**config.mk**
```make
export PLATFORM = sky130hd
export DESIGN_NAME = prog_ram_loader
export DESIGN_NICKNAME = d
export VERILOG_FILES = /design/src/rtl/prog_ram_loader.sv
export SDC_FILE = /design/constraint.sdc
export NUM_CORES = 1
export LEC_CHECK = 0
export ABC_AREA = 1
export BUFFER_PORTS_ARGS = -buffer_cell sky130_fd_sc_hd__buf_2
export CAP_MARGIN = 20
export CELL_PAD_IN_SITES_DETAIL_PLACEMENT = 1
export CELL_PAD_IN_SITES_GLOBAL_PLACEMENT = 2
export CORE_MARGIN = 1.5
export CORE_UTILIZATION = 35
export CTS_CLUSTER_DIAMETER = 80
export DETAILED_ROUTE_END_ITERATION = 16
export GPL_ROUTABILITY_DRIVEN = 0
export PLACE_DENSITY_LB_ADDON = 0.1
export SLEW_MARGIN = 20
export SYNTH_ARGS = -nofsm -noshare
export SYNTH_HDL_FRONTEND = slang
export SYNTH_SLANG_ARGS = --single-unit
```
**constraint.sdc**
```tcl
create_clock -name CLK -period 2.3 [get_ports CLK]
set_input_delay 0.115 -clock CLK [delete_from_list [all_inputs] [get_ports CLK]]
set_output_delay 0.115 -clock CLK [all_outputs]
set_load 0.005 [all_outputs]
```
**src/rtl/prog_ram_loader.sv**
```systemverilog
// prog_ram_loader: writable 2**ADDR_W-entry program store with a byte-stream loader.
//
// A load is started by LOAD_START. It then accepts DEPTH program bytes over a
// valid/ready handshake, followed by one checksum byte when CHECKSUM_EN is set.
// The CPU keeps a combinational ROM-style read port on the same storage.
//
// Ports:
//   CLK, RESET_N       clock (rising edge) and synchronous active-low reset
//   LOAD_START         single-cycle load request (ignored while a load is running)
//   IN_DATA, IN_VALID  incoming byte and its valid flag
//   IN_READY           loader accepts a byte this cycle
//   ADDRESS            CPU fetch address
//   OP_CODE, ROM_DATA  upper and lower halves of mem[ADDRESS]
//   CPU_HOLD           stall the program counter (load running or failed)
//   LOAD_DONE          last load completed and verified
//   LOAD_ERR           last load failed its checksum
//   WR_PTR             next write address (debug)
module prog_ram_loader #(
   parameter int unsigned ADDR_W      = 4,
   parameter int unsigned DATA_W      = 8,
   parameter bit          CHECKSUM_EN = 1'b1
) (
   input  logic                CLK,
   input  logic                RESET_N,
   input  logic                LOAD_START,
   input  logic [DATA_W-1:0]   IN_DATA,
   input  logic                IN_VALID,
   output logic                IN_READY,
   input  logic [ADDR_W-1:0]   ADDRESS,
   output logic [DATA_W/2-1:0] OP_CODE,
   output logic [DATA_W/2-1:0] ROM_DATA,
   output logic                CPU_HOLD,
   output logic                LOAD_DONE,
   output logic                LOAD_ERR,
   output logic [ADDR_W-1:0]   WR_PTR
);

   localparam int unsigned Depth = 2 ** ADDR_W;
   localparam int unsigned HalfW = DATA_W / 2;

   typedef enum logic [2:0] {StIdle, StLoad, StCheck, StDone, StErr} state_e;

   state_e              state_q, state_d;
   logic [ADDR_W-1:0]   wr_ptr_q, wr_ptr_d;
   logic [DATA_W-1:0]   sum_q, sum_d;
   logic [DATA_W-1:0]   mem_q [Depth];
   logic [DATA_W-1:0]   mem_d [Depth];
   logic                in_ready_q, in_ready_d;
   logic                hold_q, hold_d;
   logic                done_q, done_d;
   logic                err_q, err_d;
   logic                xfer;

   always_comb begin
      state_d  = state_q;
      wr_ptr_d = wr_ptr_q;
      sum_d    = sum_q;
      mem_d    = mem_q;
      // in_ready_q mirrors the current state, so a byte offered alongside
      // LOAD_START in IDLE is never taken.
      xfer     = IN_VALID & in_ready_q;

      unique case (state_q)
         StIdle, StDone, StErr: begin
            if (LOAD_START) begin
               state_d  = StLoad;
               wr_ptr_d = '0;
               sum_d    = '0;
            end
         end
         StLoad: begin
            if (xfer) begin
               mem_d[wr_ptr_q] = IN_DATA;
               sum_d           = sum_q + IN_DATA;
               wr_ptr_d        = wr_ptr_q + ADDR_W'(1);
               if (&wr_ptr_q) begin
                  state_d = CHECKSUM_EN ? StCheck : StDone;
               end
            end
         end
         StCheck: begin
            // The checksum byte is compared only, never stored.
            if (xfer) begin
               state_d = (IN_DATA == sum_q) ? StDone : StErr;
            end
         end
         default: state_d = StIdle;
      endcase

      // Status flags are registered from the next state.
      in_ready_d = (state_d == StLoad) || (state_d == StCheck);
      hold_d     = (state_d == StLoad) || (state_d == StCheck) || (state_d == StErr);
      done_d     = (state_d == StDone);
      err_d      = (state_d == StErr);
   end

   always_ff @(posedge CLK) begin
      if (!RESET_N) begin
         state_q    <= StIdle;
         wr_ptr_q   <= '0;
         sum_q      <= '0;
         mem_q      <= '{default: '0};
         in_ready_q <= 1'b0;
         hold_q     <= 1'b0;
         done_q     <= 1'b0;
         err_q      <= 1'b0;
      end else begin
         state_q    <= state_d;
         wr_ptr_q   <= wr_ptr_d;
         sum_q      <= sum_d;
         mem_q      <= mem_d;
         in_ready_q <= in_ready_d;
         hold_q     <= hold_d;
         done_q     <= done_d;
         err_q      <= err_d;
      end
   end

   assign OP_CODE   = mem_q[ADDRESS][DATA_W-1 -: HalfW];
   assign ROM_DATA  = mem_q[ADDRESS][HalfW-1:0];
   assign IN_READY  = in_ready_q;
   assign CPU_HOLD  = hold_q;
   assign LOAD_DONE = done_q;
   assign LOAD_ERR  = err_q;
   assign WR_PTR    = wr_ptr_q;

endmodule
```
==> flow_summary.toml <==
[run_status]
status = "finished clean"

[final_layout]
seq_area_um2 = 2940
final.fill_count = 2442
antennaDiodeCount = 0
final_layout_size_suffix_gt1_frac = 0.101
multi_input_area_um2 = 3300
fin_util = 0.415
final_cells = 1247
nets = 1005
area_delta_synth_final_pct = 15.1

[clock_network]
insertion_delay_ns = 0.42
cts.sinks = 147
cts_buffer_depth = 2
cts_root_buffer = "clkbuf_16"
tritoncts = "yes"
post_cts_buffers = 0
cts_hold_buf = 0
cts_made_buffers = 17
cts.clk_slew.worst_paths_ns = 0.06
cts_resized = 0
htree_levels = 4

[route]
wl_per_cell_um = 18.8
antenna_left = 0
post_drt_via_cell_ratio = 5.26
wl_mm = 23.5
dr.pass1.iters = 4
num_vias = 6555
drc = 0
drt_iter0_markers = 397

[grt]
grt_pass1_vias = 6690
grt_use_total = 0.243
grt_max_degree = 92
grt_use_met2 = 0.398
gr-usage-met1 = 0.329
grt_pass1_wl_mm = 37.5
grt-ovfl-total = 0
gr-usage-met3 = 0.0359
antenna_found_initial = 0
busiest_layer = "met2"

[setup_path]
crit_arrival_ns = 2.42
crit_required_ns = 2.65
setup.worst_path.start_class = "flip-flop"
crit_start = "state_q[0]"
reg2reg_slack_ns = 0.23
rr_worst_depth = 8
r2r-start = "state_q[0]"
critPathSlowestCell = "nand3_1"
reg2reg_to = "mem_q[119]"
critPathCaptureType = "flip-flop"
crit_type = "reg2reg"
path_max_fanout = 19
crit_chain = "inv_2 -> nor2_4 -> nand2_4 -> nor2_8 -> nand3_1 -> inv_1 -> o21ai_0 -> a21oi_1"
crit_path_max_incr_delay_ns = 0.47

[min_path]
hold_start = "IN_DATA[7]"
hold_depth = 3
min_delay_worst_endpoint = "mem_q[31]"
hp-class = "in2reg"

[sta]
finalSetupTns_ns = 0
finalCritPeriodShare = 0.899
slew_violations = 0
relSlewSlack = 0.588
finalCriticalPeriod_ns = 2.07
hold_viol = 0
rsz0062_at_grt = "false"
setup_violations = 0
timing.final.ws_setup_ns = 0.232
fmax_ghz = 0.484
tightest_slew_ns = 0.617
skew_ns = 0.00627

[power]
cellPowerDensity_nw_per_um2 = 755
leakage_uw = 0.00308
p_seq_frac = 0.432
clockPowerShare = 0.486
netSwitchingFraction = 0.244
ir_drop_mv = 0.534
switchingPower_uw = 1450
internal_power_uw = 4490
comb_power_share = 0.082

[yosys]
synth_area_um2 = 6840
synth.largest_area_cell = "dfxtp_1"
ys_top_cells_by_area = "dfxtp_1 (43%), o21ai_0 (14%), a21oi_1 (8.9%)"
postSynthAreaPerCell_um2 = 7.09
synthFlopType = "dfxtp_1"
netlist-cell-type-count = 31
async_flop_share = 0
synth.most_common_cell = "o21ai_0"
synth.top_cells.by_count = "o21ai_0 (186), nor2_1 (159), dfxtp_1 (147)"
synth.ff_latch_count = 147
syn-num-nets = 993
synthCells = 965
ys_warn_count = 0
synth-edff-count = 0
synth.top_cell.area_share = 0.430
yosysSeqAreaShare = 0.430

[floorplan]
die_y_um = 143
start_util = 0.361
coreArea_um2 = 19000
ioPinCount = 32
dieArea_um2 = 20400
fp-row-count = 50
fp.dieW_um = 143

[place]
dp_hpwl_mm = 15.4
dp_cells = 1216
dp_slack_ns = 0.253
port_buffers = 31

[run]
drv_cap = 0
layer usage:
layer | vias to the layer above | part of all wire
li1 | 3246 | -
met1 | 3178 | 0.48
met2 | 107 | 0.47
met3 | 24 | 0.034
met4 | 0 | 0.019
met5 | - | 0
state kept, by name (all words and copies together) (netlist names):
| name | count |
|---|---|
| IN_READY | 1 |
| state_q | 3 |
| LOAD_ERR | 1 |
| sum_q | 8 |
| LOAD_DONE | 1 |
| mem_q | 128 |
| CPU_HOLD | 1 |
| WR_PTR | 4 |
logic make-up after synthesis:
| family | share of synthesized area |
|---|---|
| AOI/OAI and AO/OA | 0.259 |
| and+or+nand+nor | 0.197 |
| buffers and inverters | 0.0871 |
| DFF | 0.430 |
| adders and majority gates | 0.0231 |
| xor gates and xnor gates | 0.00256 |
cell usage in the layout, fill, tap and decap left out, types with 6 or more instances in the layout:
cell type,n
o21ai_0,186
nor2_1,159
dfxtp_1,147
a21oi_1,122
nand2_1,84
inv_1,83
nand3_1,48
buf_2,31
o211ai_1,23
clkbuf_16,17
buf_4,16
ha_1,11
nand4_1,7
inv_2,6
through the flow:
stage | total power (uW) | hold slack (ns) | cell area (um^2)
2_1_floorplan | 2900 | 0.279 | 6840
3_3_place_gp | 3100 | 0.430 | 7260
3_5_place_dp | 3110 | 0.440 | 7260
4_1_cts | 5990 | 0.0918 | 7850
5_1_grt | 6170 | 0.111 | 7870
6_report | 5940 | 0.0975 | 7870
worst max-delay path, delay by kind of cell (launching register included):
family / cells / cell delay, ns
and+or+nand+nor: 4 / 0.95
DFF: 1 / 0.40
buffers and inverters: 2 / 0.36
AOI/OAI and AO/OA: 2 / 0.26
worst max path at each step:
stage                 end  cells past startpoint
2_1_floorplan    sum_q[4]                      9
3_3_place_gp   mem_q[119]                      8
3_5_place_dp    mem_q[55]                      8
4_1_cts         mem_q[55]                      8
5_1_grt        mem_q[119]                      8
6_report       mem_q[119]                      8
power by group through the flow:
stage / registers, uW / logic (uW) / clock network (uW)
global route: 2570 / 537 / 3060
CTS: 2570 / 489 / 2940
global placement: 2620 / 479 / 0
finish: 2570 / 486 / 2890
detailed placement: 2620 / 486 / 0
floorplan: 2620 / 279 / 0
layout make-up:
cell class	count	area share
multi-input combinational	667	0.419
sequential	147	0.374
clock buffer	19	0.0550
timing repair buffer	51	0.0452
inverter	93	0.0445
tap	260	0.0413
clock inverter	10	0.0205
Note: power is estimated with default switching activity, not from simulation.
